### config.mk
export PLATFORM = sky130hd
export DESIGN_NAME = mem_arbiter
export DESIGN_NICKNAME = d
export VERILOG_FILES = /design/src/rtl/mem_arbiter.sv
export SDC_FILE = /design/constraint.sdc
export NUM_CORES = 1
export LEC_CHECK = 0
export CAP_MARGIN = 0
export CORE_MARGIN = 3
export CORE_UTILIZATION = 35
export DETAILED_ROUTE_END_ITERATION = 16
export PLACE_DENSITY = 0.75
export SLEW_MARGIN = 15
export SYNTH_ARGS = -nofsm -noshare
export SYNTH_HDL_FRONTEND = slang
export SYNTH_SLANG_ARGS = --single-unit
### constraint.sdc
create_clock -name iClk -period 4.2 [get_ports iClk]
set_input_delay 0.84 -clock iClk [delete_from_list [all_inputs] [get_ports iClk]]
set_output_delay 0.84 -clock iClk [all_outputs]
set_load 0.05 [all_outputs]
### src/rtl/mem_arbiter.sv
// Two-port arbiter in front of a single memory_controller, with a read-return pipeline and chip-select hazard blocking.
// Optional build macro MEM_ARB_FIXED_PRIO_EN: port A always wins ties. Otherwise, round-robin.
module mem_arbiter #(
  parameter int ADDR_W = 17,
  parameter int DATA_W = 9
) (
  input  logic              iClk,
  input  logic              iReset,
  input  logic              iReqA,
  input  logic              iWeA,
  input  logic              iCsA,
  input  logic [ADDR_W-1:0] iAddrA,
  input  logic [DATA_W-1:0] iDataA,
  output logic              oGntA,
  output logic [DATA_W-1:0] oRdDataA,
  output logic              oRdValidA,
  input  logic              iReqB,
  input  logic              iWeB,
  input  logic              iCsB,
  input  logic [ADDR_W-1:0] iAddrB,
  input  logic [DATA_W-1:0] iDataB,
  output logic              oGntB,
  output logic [DATA_W-1:0] oRdDataB,
  output logic              oRdValidB,
  output logic [ADDR_W-1:0] oMemAddr,
  output logic [DATA_W-1:0] oMemData,
  output logic              oMemWren,
  output logic              oMemCs,
  input  logic [DATA_W-1:0] iMemQ
);

  logic              gnt_a, gnt_b, blk_a, blk_b, cand_a, cand_b, xfer;
  logic              win_we, win_cs;
  logic [ADDR_W-1:0] win_addr;
  logic [DATA_W-1:0] win_data;
  logic              ret_a, ret_b;

  logic [ADDR_W-1:0] mem_addr_q, mem_addr_d;
  logic [DATA_W-1:0] mem_data_q, mem_data_d;
  logic              mem_wren_q, mem_wren_d;
  logic              mem_cs_q, mem_cs_d;
  logic [DATA_W-1:0] rd_data_a_q, rd_data_a_d, rd_data_b_q, rd_data_b_d;
  logic              rd_vld_a_q, rd_vld_a_d, rd_vld_b_q, rd_vld_b_d;

  // Read-return stages: {valid, read, port (1 = B), cs}
  logic vld_p1_q, vld_p1_d, rd_p1_q, rd_p1_d, port_p1_q, port_p1_d, cs_p1_q, cs_p1_d;
  logic vld_p2_q, vld_p2_d, rd_p2_q, rd_p2_d, port_p2_q, port_p2_d, cs_p2_q, cs_p2_d;

`ifndef MEM_ARB_FIXED_PRIO_EN
  logic last_b_q, last_b_d;
`endif

  always_comb begin
    // A read in stage 1 pins chip-select until its data has been returned.
    blk_a  = vld_p1_q && rd_p1_q && (iCsA != cs_p1_q);
    blk_b  = vld_p1_q && rd_p1_q && (iCsB != cs_p1_q);
    cand_a = iReqA && !blk_a;
    cand_b = iReqB && !blk_b;
`ifdef MEM_ARB_FIXED_PRIO_EN
    gnt_a  = cand_a;
`else
    gnt_a  = cand_a && (!cand_b || last_b_q);
`endif
    gnt_b  = cand_b && !gnt_a;
    xfer   = gnt_a || gnt_b;

    win_we   = gnt_a ? iWeA   : iWeB;
    win_cs   = gnt_a ? iCsA   : iCsB;
    win_addr = gnt_a ? iAddrA : iAddrB;
    win_data = gnt_a ? iDataA : iDataB;

    mem_addr_d = xfer ? win_addr : mem_addr_q;
    mem_data_d = xfer ? win_data : mem_data_q;
    mem_cs_d   = xfer ? win_cs   : mem_cs_q;
    mem_wren_d = xfer && win_we;
`ifndef MEM_ARB_FIXED_PRIO_EN
    last_b_d   = xfer ? gnt_b : last_b_q;
`endif

    vld_p1_d  = xfer;
    rd_p1_d   = !win_we;
    port_p1_d = gnt_b;
    cs_p1_d   = win_cs;
    vld_p2_d  = vld_p1_q;
    rd_p2_d   = rd_p1_q;
    port_p2_d = port_p1_q;
    cs_p2_d   = cs_p1_q;

    ret_a       = vld_p2_q && rd_p2_q && !port_p2_q;
    ret_b       = vld_p2_q && rd_p2_q && port_p2_q;
    rd_vld_a_d  = ret_a;
    rd_vld_b_d  = ret_b;
    rd_data_a_d = ret_a ? iMemQ : rd_data_a_q;
    rd_data_b_d = ret_b ? iMemQ : rd_data_b_q;
  end

  always_ff @(posedge iClk or posedge iReset) begin
    if (iReset) begin
      mem_addr_q  <= '0;
      mem_data_q  <= '0;
      mem_wren_q  <= 1'b0;
      mem_cs_q    <= 1'b0;
      rd_data_a_q <= '0;
      rd_data_b_q <= '0;
      rd_vld_a_q  <= 1'b0;
      rd_vld_b_q  <= 1'b0;
      vld_p1_q    <= 1'b0;
      rd_p1_q     <= 1'b0;
      port_p1_q   <= 1'b0;
      cs_p1_q     <= 1'b0;
      vld_p2_q    <= 1'b0;
      rd_p2_q     <= 1'b0;
      port_p2_q   <= 1'b0;
      cs_p2_q     <= 1'b0;
`ifndef MEM_ARB_FIXED_PRIO_EN
      last_b_q    <= 1'b1;
`endif
    end else begin
      mem_addr_q  <= mem_addr_d;
      mem_data_q  <= mem_data_d;
      mem_wren_q  <= mem_wren_d;
      mem_cs_q    <= mem_cs_d;
      rd_data_a_q <= rd_data_a_d;
      rd_data_b_q <= rd_data_b_d;
      rd_vld_a_q  <= rd_vld_a_d;
      rd_vld_b_q  <= rd_vld_b_d;
      vld_p1_q    <= vld_p1_d;
      rd_p1_q     <= rd_p1_d;
      port_p1_q   <= port_p1_d;
      cs_p1_q     <= cs_p1_d;
      vld_p2_q    <= vld_p2_d;
      rd_p2_q     <= rd_p2_d;
      port_p2_q   <= port_p2_d;
      cs_p2_q     <= cs_p2_d;
`ifndef MEM_ARB_FIXED_PRIO_EN
      last_b_q    <= last_b_d;
`endif
    end
  end

  assign oGntA     = gnt_a;
  assign oGntB     = gnt_b;
  assign oMemAddr  = mem_addr_q;
  assign oMemData  = mem_data_q;
  assign oMemWren  = mem_wren_q;
  assign oMemCs    = mem_cs_q;
  assign oRdDataA  = rd_data_a_q;
  assign oRdDataB  = rd_data_b_q;
  assign oRdValidA = rd_vld_a_q;
  assign oRdValidB = rd_vld_b_q;

endmodule

==> results of run 1 <==
-- state kept, by name, indices dropped and copies added, names as in the netlist, 9 cells and up --
| signal | cells |
|---|---|
| oMemAddr | 17 |
| oRdDataB | 9 |
| oMemData | 9 |
| oRdDataA | 9 |
-- worst register-to-register path, cell delays in order (launching register included) --
cell	delay, ns
dfrtp_1	0.55
o211ai_1	0.15
a222oi_1	0.39
inv_2	0.29
o221a_2	0.35
-- path summary, 6_finish.rpt --
check | slack (ns) | end | from | depth (start not counted)
max | 1.13 | oGntB | iCsA | 5
min | 0.36 | port_p2_q$_DFF_PP0_ | port_p1_q$_DFF_PP0_ | 0
max reg2reg | 2.36 | oMemAddr[2]$_DFFE_PP0P_ | cs_p1_q$_DFF_PP0_ | 4
min reg2reg | 0.36 | port_p2_q$_DFF_PP0_ | port_p1_q$_DFF_PP0_ | 0
max in group asynchronous | 2.34 | last_b_q$_DFFE_PP1P_ | iReset | 3
min in group asynchronous | 1.05 | oRdDataB[7]$_DFFE_PP0P_ | iReset | 2
-- routing by layer --
| metal | vias to the layer above | global-route usage (%) |
|---|---|---|
| met3 | 12 | 4.19 |
| met1 | 972 | 21.7 |
| met4 | 0 | 4.81 |
| met5 | - | 0 |
| li1 | 934 | - |
| met2 | 85 | 28.2 |
-- synthesized netlist by cell type, types with 2 or more instances --
| cell type | number | area share, % |
|---|---|---|
| buf_2 | 4 | 0.84 |
| mux2_2 | 9 | 4.2 |
| or3_1 | 26 | 6.8 |
| nand3_1 | 3 | 0.63 |
| clkbuf_1 | 2 | 0.31 |
| inv_2 | 2 | 0.31 |
| o221a_2 | 6 | 2.8 |
| o22ai_1 | 2 | 0.52 |
| buf_6 | 5 | 2.4 |
| dfrtp_1 | 55 | 58 |
| nand2_1 | 29 | 4.6 |
| a22o_1 | 2 | 0.73 |
| o221a_1 | 20 | 9.4 |
| inv_1 | 4 | 0.63 |
| o211ai_1 | 2 | 0.63 |
-- power groups by stage --
stage	clock network, mW	logic, mW	registers, mW
3_3_place_gp	0	1.20	0.797
6_report	0.419	1.20	0.793
5_1_grt	0.458	1.26	0.812
3_5_place_dp	0	1.21	0.805
2_1_floorplan	0	0.265	1.31
4_1_cts	0.433	1.22	0.793
-- cells in the final DEF, fill, tap and decap left out, drive strengths merged, types with 2 or more instances in the layout --
cell	instances
or3	26
o22ai	2
clkdlybuf4s50	116
inv	7
nand2	29
bufinv	2
nand3	3
o211ai	3
mux2	10
a22o	2
buf	6
clkbuf	5
o221a	26
dfrtp	55
-- cells by family after synthesis --
logic type / count (synthesis) / share of synthesized area (%)
flops: 56 / 58.7
simple gates: 61 / 12.7
buf+inv: 19 / 4.92
compound gates: 40 / 17.5
mux: 11 / 5.13
xor+xnor: 2 / 1.05
-- metrics by stage --
step           util, %  hold WS (ns)
2_1_floorplan        -         0.331
3_3_place_gp      55.7         0.334
3_5_place_dp      55.7         0.341
4_1_cts           57.8         0.364
5_1_grt           57.8         0.373
6_report          57.8         0.360
-- final cells by class --
| class | instances | area [um^2] |
|---|---|---|
| Clock buffer | 5 | 68.8 |
| Clock inverter | 3 | 68.8 |
| Fill cell | 559 | 2740 |
| Inverter | 7 | 26.3 |
| Multi-Input combinational cell | 114 | 871 |
| Sequential cell | 56 | 1400 |
| Tap cell | 77 | 96.3 |
| Timing Repair Buffer | 122 | 1220 |
==> results by group, run 1 <==
Status
  • Status: finished clean

Placed design
  • Routability congestion estimate: about 0.84
  • DP Worst Slack: ~1.1 ns
  • DP Cell Count: around 380
  • Port bufs: around 120
  • DP HPWL: 4620 um
  • Area post-placement: ~0.0036 mm^2

Floorplan
  • Initial Utilization: between 30 and 40%
  • Die W: ~89 um
  • Die height: ~89 um
  • IO Pins: 119
  • Core ar.: 0.00649 mm^2
  • Num rows: 29
  • Die Area: roughly 0.0079 mm^2

Pwr
  • Comb pwr share: between 40% and 50%
  • Power Total: 2.42 mW
  • Switching pwr: roughly 1.0 mW
  • Leakage power: about 1.5 nW
  • Power Dens Cells: ~640 mW/mm^2
  • Max rail drop VDD: approximately 0.00026 V
  • Clk pwr share: between 15 and 20%
  • Reg power frac: between 30% and 40%
  • P_int: 1.38 mW
  • Switching part of the total: 42.8%

Setup path
  • Arr. time, crit path: 2.23 ns
  • Crit-path max FO: 7
  • Crit end category: output port
  • Setup CP Type: in2out
  • Crit-path cells: clkdlybuf4s50_1, xor2_2, a31oi_2, nor2_1, buf_4
  • Slowest cell on crit path: clkdlybuf4s50_1
  • Max stage delay on crit path: about 0.63 ns
  • CP Buf/Inv Count: 2
  • Critical path data required time: between 3 and 4 ns
  • Delay-heaviest family, CP: buffers and inverters
  • CP Launch Type: input port

Synth
  • Mapped Cells: about 190
  • Sequential element share of the synthesized area: 58.7%
  • Yosys Warn Count: 0
  • EDFF count, synth: 0
  • Syn Nets: approximately 260
  • Async SR Flop Fraction: 100%
  • Dominant synthesized flop cell: dfrtp_1
  • Post-synth cell types: 33
  • Syn_area_per_cell: approximately 13 um^2
  • Synthesized area: about 0.0024 mm^2
  • Seq cells post-synth: 56

Clock tree
  • TritonCTS Sinks: 56
  • CTS tree: done
  • Hold_buf cts: 0
  • H-tree levels: 2
  • Worst-Skew Late Latency: approximately 0.32 ns
  • Setup bufs post-CTS: 0
  • CTS buffer count: 5
  • Post_cts resized: 0
  • Clk slew on worst S/H paths: approximately 0.09 ns
  • Max Root-Sink Buffers: 2
  • Root buffer cell: clkbuf_8

Global route
  • Vias in the first global route: 2007
  • Initial antenna violation count: 0
  • First-pass GRT wire length: just over 10000 um
  • Largest net degree at the start of global routing: between 40 and 50
  • Grt ovf: 0
  • GRT Total Usage: between 10% and 20%

Cells and area
  • Ant diodes: 0
  • Area growth, synth to finish: 56.9%
  • Design area: approximately 0.0038 mm^2
  • Share of cells above drive strength 1: between 10% and 20%
  • Fin nets: about 380
  • Post-Layout Cell Count: ~380

Timing
  • RSZ-0062 raised after global routing: false
  • Crit share post-route: approximately 73%
  • Least-Margin Pin Slew: about 0.95 ns
  • Fin. Hold Viols: 0
  • Max-slew violation count: 0
  • Setup TNS: 0 ns
  • Clk_skew: ~0.017 ns
  • Final worst slack: between 1 and 1.5 ns
  • Final setup fails: 0
  • Min Tclk post-route: roughly 3.1 ns
  • Slew HR: 36.3%
  • F_max: 326 MHz

Route
  • WL per Instance: about 17 um
  • Total wire length: ~6500 um
  • Met1 WL: about 2900 um
  • Starting DRC count in detailed routing: 99
  • ANT nets after route: 0
  • Detail Route met3 WL: between 300 and 400 um
  • Top Metal Used: met4
  • Vias: around 2000
  • Vias per cell: around 5.2
  • Met2 WL: ~3100 um
  • Drt drc: 0
  • Router iterations before antenna repair: 4

Min path
  • Class of the worst hold path: reg2reg

Job
  • # Max-Cap Violations: 0
(Power assumes the default switching activity.)
==> run 2, diff against run 1 <==
==> constraint.sdc (replaced) <==
create_clock -name iClk -period 3.1 [get_ports iClk]
set_input_delay 0.62 -clock iClk [delete_from_list [all_inputs] [get_ports iClk]]
set_output_delay 0.62 -clock iClk [all_outputs]
set_load 0.05 [all_outputs]
==> run 2 against run 1 <==
Sequential cell count stayed put. Combinational power increased by 36%. Sequential power up 35%. Total power up 29%. Hold slack gained 0.00073 ns. Register-to-register slack lost 1.2 ns. Wire length fell by 1.1%. Clock skew is 0.012 ns lower. Clock power is 2% lower. Sequential share of layout area rose by 0.31 points. Critical endpoint unchanged.
==> results by group, run 2 (synthesized netlist as in run 1, its figures left out) <==
Placed design
  • DP HPWL: 4620 um (about the same)
  • Routability congestion estimate: 0.850 (+1.6%)
  • DP Cell Count: 376 (unchanged)
  • Port bufs: 118 (unchanged)

Min path
  • Class of the worst hold path: reg2reg

Setup path
  • Crit-path max FO: 7 (unchanged)
  • Setup CP Type: in2out
  • Delay-heaviest family, CP: buffers and inverters
  • Crit-path cells: clkdlybuf4s50_1, xor2_2, a31oi_2, nor2_1, buf_4
  • CP Buf/Inv Count: 2 (unchanged)
  • Arr. time, crit path: 2.02 ns (-0.21 ns)
  • CP Launch Type: input port
  • Crit end category: output port
  • Slowest cell on crit path: clkdlybuf4s50_1
  • Critical path data required time: 2.48 ns (-0.88 ns)
  • Max stage delay on crit path: 0.65 ns (+0.02 ns)

Floorplan
  • Die height: 88.7 um (unchanged)
  • Die W: 88.7 um (unchanged)
  • Initial Utilization: 36.8% (unchanged)
  • Die Area: 0.00786 mm^2 (unchanged)
  • Core ar.: 0.00649 mm^2 (unchanged)
  • Num rows: 29 (unchanged)
  • IO Pins: 119 (unchanged)

Route
  • Drt drc: 0 (unchanged)
  • WL per Instance: 16.7 um (-1.1%)
  • Vias: 1985 (-0.90%)
  • ANT nets after route: 0 (unchanged)
  • Total wire length: 6400 um (-1.1%)
  • Starting DRC count in detailed routing: 49 (-51%)
  • Vias per cell: 5.17 (-0.90%)
  • Router iterations before antenna repair: 4 (unchanged)

Global route
  • Met1 track demand over resource: 22.2% (+0.43 points)
  • Vias in the first global route: 1958 (-2.4%)
  • Grt ovf: 0 (unchanged)
  • Global Route met2 Usage: 27.8% (-0.40 points)
  • Largest net degree at the start of global routing: 32 (-32%)
  • Most Crowded Layer GR: met2
  • Initial antenna violation count: 0 (unchanged)
  • GRT Total Usage: 16.7% (-0.16 points)
  • First-pass GRT wire length: 10200 um (about the same)
  • Met3 Usage GRT: 3.45% (-0.74 points)

Timing
  • Slew HR: 60.0% (+24 points)
  • Max-slew violation count: 0 (unchanged)
  • Final setup fails: 0 (unchanged)
  • Least-Margin Pin Slew: 0.599 ns (-0.355 ns)
  • Clk_skew: 0.00552 ns (-0.0119 ns)
  • RSZ-0062 raised after global routing: false
  • WHS: 0.361 ns (+0.000733 ns)
  • Setup TNS: 0 ns (unchanged)
  • Crit share post-route: between 80% and 90%
  • F_max: around 380 MHz
  • Min Tclk post-route: between 2 and 3 ns
  • Fin. Hold Viols: 0 (unchanged)

Status
  • Status: finished clean

Cells and area
  • Post-Layout Cell Count: 384 (unchanged)
  • Commonest cells after routing, fill and taps aside: 116 x clkdlybuf4s50_1, 55 x dfrtp_1, 29 x nand2_1
  • Ant diodes: 0 (unchanged)
  • Share of cells above drive strength 1: 11.7% (-0.33 points)
  • Commonest non-fill, non-tap cell in the layout: clkdlybuf4s50_1
  • Fin nets: 375 (unchanged)
  • Max reg flops: 17 (unchanged)
  • Fin util: 57.3% (-0.48 points)
  • Area growth, synth to finish: 55.6%

Pwr
  • Leakage power: 1.50 nW (-1.3%)
  • Power Total: 3.11 mW (+29%)
  • Power Dens Cells: 837 mW/mm^2 (+30%)
  • Max rail drop VDD: 0.000331 V (+29%)

Clock tree
  • CTS tree: done
  • Root buffer cell: clkbuf_8
  • Clk slew on worst S/H paths: 0.09 ns (about the same)
  • Post_cts resized: 0 (unchanged)
  • Hold_buf cts: 0 (unchanged)
  • TritonCTS Sinks: 56 (unchanged)
  • H-tree levels: 2 (unchanged)
  • Setup bufs post-CTS: 0 (unchanged)
  • Worst-Skew Late Latency: 0.30 ns (-0.02 ns)
  • CTS buffer count: 5 (unchanged)
  • Max Root-Sink Buffers: 2 (unchanged)

Job
  • # Max-Cap Violations: 0 (unchanged)
==> run 2: final cells by class <==
cell class / count / area, um^2
inverters: 7 / 26.3
clock buffers: 7 / 86.3
well taps: 77 / 96.3
fillers: 562 / 2770
repair buffers: 122 / 1230
multi-input cells: 114 / 871
clock inverters: 1 / 7.51
flip-flops and latches: 56 / 1400
==> run 2: per-layer routing <==
| layer | wire length [um] | part of all wire, % |
|---|---|---|
| met3 | 370 | 5.8 |
| met2 | 3150 | 49 |
| met1 | 2800 | 44 |
| met5 | 0 | 0 |
| met4 | 78 | 1.2 |
==> run 2: path summary, 6_finish.rpt <==
| path | from | to | slack (ns) | depth (start not counted) |
|---|---|---|---|---|
| worst max-delay path | iCsA | oGntB | 0.46 | 5 |
| min in group asynchronous | iReset | vld_p1_q$_DFF_PP0_ | 0.71 | 2 |
| worst min register to register | port_p1_q$_DFF_PP0_ | port_p2_q$_DFF_PP0_ | 0.36 | 0 |
| worst max register to register | cs_p1_q$_DFF_PP0_ | oMemAddr[4]$_DFFE_PP0P_ | 1.21 | 4 |
| worst min-delay path | port_p1_q$_DFF_PP0_ | port_p2_q$_DFF_PP0_ | 0.36 | 0 |
| max in group asynchronous | iReset | oRdDataB[5]$_DFFE_PP0P_ | 1.82 | 3 |
==> run 2: power by group <==
group          total, mW  switching, mW  leakage, nW  internal (mW)
Clock              0.409          0.226       0.0445          0.182
Combinational       1.63           1.03        0.811          0.601
Sequential          1.07          0.124        0.645          0.948
==> run 2: per-stage QoR <==
| step | setup WS, ns | area, um^2 |
|---|---|---|
| finish | 0.461 | 3720 |
| global route | 0.375 | 3720 |
| floorplan | 0.537 | 2390 |
| CTS | 0.461 | 3720 |
| detailed placement | 0.474 | 3630 |
| global placement | 0.517 | 3630 |
==> run 2: worst reg2reg max path: cells and delay by family (launching register included) <==
| kind | cells | cell delay, ns |
|---|---|---|
| buffers and inverters | 1 | 0.30 |
| AO/OA/AOI/OAI | 3 | 0.95 |
| flip-flops | 1 | 0.53 |
==> run 3, diff against run 2 <==
--- a/config.mk
+++ b/config.mk
@@ -6,7 +6,7 @@
 export NUM_CORES = 1
 export LEC_CHECK = 0
 export CAP_MARGIN = 0
-export CORE_MARGIN = 3
+export CORE_MARGIN = 8
 export CORE_UTILIZATION = 35
 export DETAILED_ROUTE_END_ITERATION = 16
 export PLACE_DENSITY = 0.75
==> run 3 against run 2 <==
Non-clock buffer count did not move. Hold slack improved by 0.0046 ns. Die area rose by 24%. Wire length rose by 9.9%. Maximum frequency fell by 0.74%. Critical path type unchanged. Clock power barely moved. Sequential cell count did not move. Combinational power barely moved. Highest routed layer unchanged.
==> results by group, run 3 (synthesized netlist as in run 1, its figures left out) <==
Status
  • Status: finished clean

Placed design
  • Routability congestion estimate: 0.777 (-8.5%)
  • Area post-placement: 0.00363 mm^2 (+0.10%)
  • DP HPWL: 5240 um (+13%)
  • Port bufs: 118 (unchanged)

Clock tree
  • H-tree levels: 2 (unchanged)
  • Max Root-Sink Buffers: 2 (unchanged)
  • Hold_buf cts: 0 (unchanged)
  • CTS buffer count: 5 (unchanged)
  • Root buffer cell: clkbuf_8
  • TritonCTS Sinks: 56 (unchanged)
  • Setup bufs post-CTS: 0 (unchanged)
  • Worst-Skew Late Latency: 0.30 ns (about the same)
  • Post_cts resized: 0 (unchanged)
  • CTS tree: done
  • Clk slew on worst S/H paths: 0.09 ns (about the same)

Global route
  • Largest net degree at the start of global routing: 30 (-6.3%)
  • First-pass GRT wire length: 11600 um (+13%)
  • Initial antenna violation count: 0 (unchanged)
  • Grt ovf: 0 (unchanged)
  • GRT Total Usage: 14.6% (-2.1 points)
  • Vias in the first global route: 2162 (+10%)

Setup path
  • Critical path data required time: 2.48 ns (about the same)
  • Crit-path max FO: 7 (unchanged)
  • Arr. time, crit path: 2.04 ns (+0.02 ns)
  • Slowest cell on crit path: clkdlybuf4s50_1
  • Crit end category: output port
  • Max stage delay on crit path: 0.63 ns (-0.02 ns)
  • CP Launch Type: input port
  • Crit-path cells: clkdlybuf4s50_1, xor2_2, a31oi_2, nor2_1, buf_4
  • Setup CP Type: in2out

Pwr
  • Max rail drop VDD: 0.000281 V (-15%)
  • Clk pwr share: 13.2% (about the same)
  • Switching part of the total: 44.6% (+0.17 points)
  • Reg power frac: 34.4% (about the same)
  • Switching pwr: 1.39 mW (+0.68%)
  • Leakage power: 1.50 nW (unchanged)
  • Power Dens Cells: 839 mW/mm^2 (+0.20%)
  • P_int: 1.73 mW (about the same)
  • Comb pwr share: 52.5% (about the same)

Floorplan
  • Die W: 98.7 um (+11%)
  • IO Pins: 119 (unchanged)
  • Die Area: 0.00973 mm^2 (+24%)
  • Die height: 98.7 um (+11%)
  • Num rows: 30 (+3.4%)
  • Core ar.: 0.00672 mm^2 (+3.4%)
  • Initial Utilization: 35.6% (-1.2 points)

Timing
  • Fin. Hold Viols: 0 (unchanged)
  • F_max: 376 MHz (-0.74%)
  • Slew HR: 59.5% (-0.52 points)
  • Least-Margin Pin Slew: 0.607 ns (+0.00780 ns)
  • Min Tclk post-route: 2.66 ns (+0.0197 ns)
  • Max-slew violation count: 0 (unchanged)
  • Final setup fails: 0 (unchanged)
  • RSZ-0062 raised after global routing: false
  • Setup TNS: 0 ns (unchanged)
  • Clk_skew: 0.00165 ns (-0.00387 ns)
  • Crit share post-route: 85.8% (+0.64 points)

Route
  • Vias per cell: 5.11 (-1.1%)
  • Vias: 1978 (-0.35%)
  • Router iterations before antenna repair: 4 (unchanged)
  • Drt drc: 0 (unchanged)
  • Starting DRC count in detailed routing: 52 (+6.1%)
  • ANT nets after route: 0 (unchanged)
  • WL per Instance: 18.2 um (+9.1%)
  • Total wire length: 7040 um (+9.9%)

Cells and area
  • Fin util: 55.4% (-1.9 points)
  • Commonest non-fill, non-tap cell in the layout: clkdlybuf4s50_1
  • Area growth, synth to finish: 55.8%
  • Max reg flops: 17 (unchanged)
  • Commonest cells after routing, fill and taps aside: 116 x clkdlybuf4s50_1, 55 x dfrtp_1, 29 x nand2_1
  • Filler cell count: 570 (+1.4%)
  • Design area: 0.00372 mm^2 (+0.10%)
  • Fin nets: 375 (unchanged)
  • Ant diodes: 0 (unchanged)
  • Share of cells above drive strength 1: 11.7% (unchanged)

Min path
  • Class of the worst hold path: reg2reg

Job
  • # Max-Cap Violations: 0 (unchanged)
run 3: routing by layer:
| layer | up-vias | part of all wire [%] | track usage, % |
|---|---|---|---|
| li1 | 936 | - | - |
| met3 | 4 | 3.9 | 3.38 |
| met5 | - | 0 | 0 |
| met1 | 973 | 42 | 17.0 |
| met2 | 65 | 53 | 26.3 |
| met4 | 0 | 0.84 | 3.78 |
run 3: through the flow:
stage	hold WS (ns)	worst slack, ns	std cells	total power [mW]
3_3_place_gp	0.334	0.517	379	2.72
5_1_grt	0.396	0.350	387	3.27
3_5_place_dp	0.351	0.452	379	2.74
4_1_cts	0.374	0.443	387	3.16
6_report	0.365	0.441	387	3.12
2_1_floorplan	0.331	0.537	189	2.14
run 3: path summary, 6_finish.rpt:
kind | end | cells after the start | start | slack, ns
max | oGntB | 5 | iCsA | 0.44
min reg2reg | port_p2_q$_DFF_PP0_ | 0 | port_p1_q$_DFF_PP0_ | 0.37
min in group asynchronous | oMemData[5]$_DFFE_PP0P_ | 2 | iReset | 0.70
min | port_p2_q$_DFF_PP0_ | 0 | port_p1_q$_DFF_PP0_ | 0.37
max reg2reg | oMemAddr[5]$_DFFE_PP0P_ | 4 | cs_p1_q$_DFF_PP0_ | 1.27
max in group asynchronous | last_b_q$_DFFE_PP1P_ | 3 | iReset | 1.75
run 3: cell type report:
| cell class | count | area (um^2) | share of cell area [%] |
|---|---|---|---|
| inverters | 7 | 26.3 | 0.705 |
| clock inverters | 1 | 7.51 | 0.202 |
| well taps | 80 | 100 | 2.69 |
| multi-input cells | 114 | 871 | 23.4 |
| repair buffers | 122 | 1230 | 33.1 |
| flip-flops and latches | 56 | 1400 | 37.7 |
| clock buffers | 7 | 86.3 | 2.32 |
run 3: worst max-delay path, delay by kind of cell:
family | cells | cell delay (ns)
xor+xnor | 1 | 0.22
compound gates | 1 | 0.13
simple gates | 1 | 0.20
buf+inv | 2 | 0.87
run 3: power by group through the flow:
stage	Clock (mW)	Combinational, mW	Sequential (mW)
detailed placement	0	1.65	1.09
global route	0.451	1.72	1.10
CTS	0.429	1.66	1.07
global placement	0	1.64	1.08
floorplan	0	0.359	1.78
finish	0.411	1.64	1.07
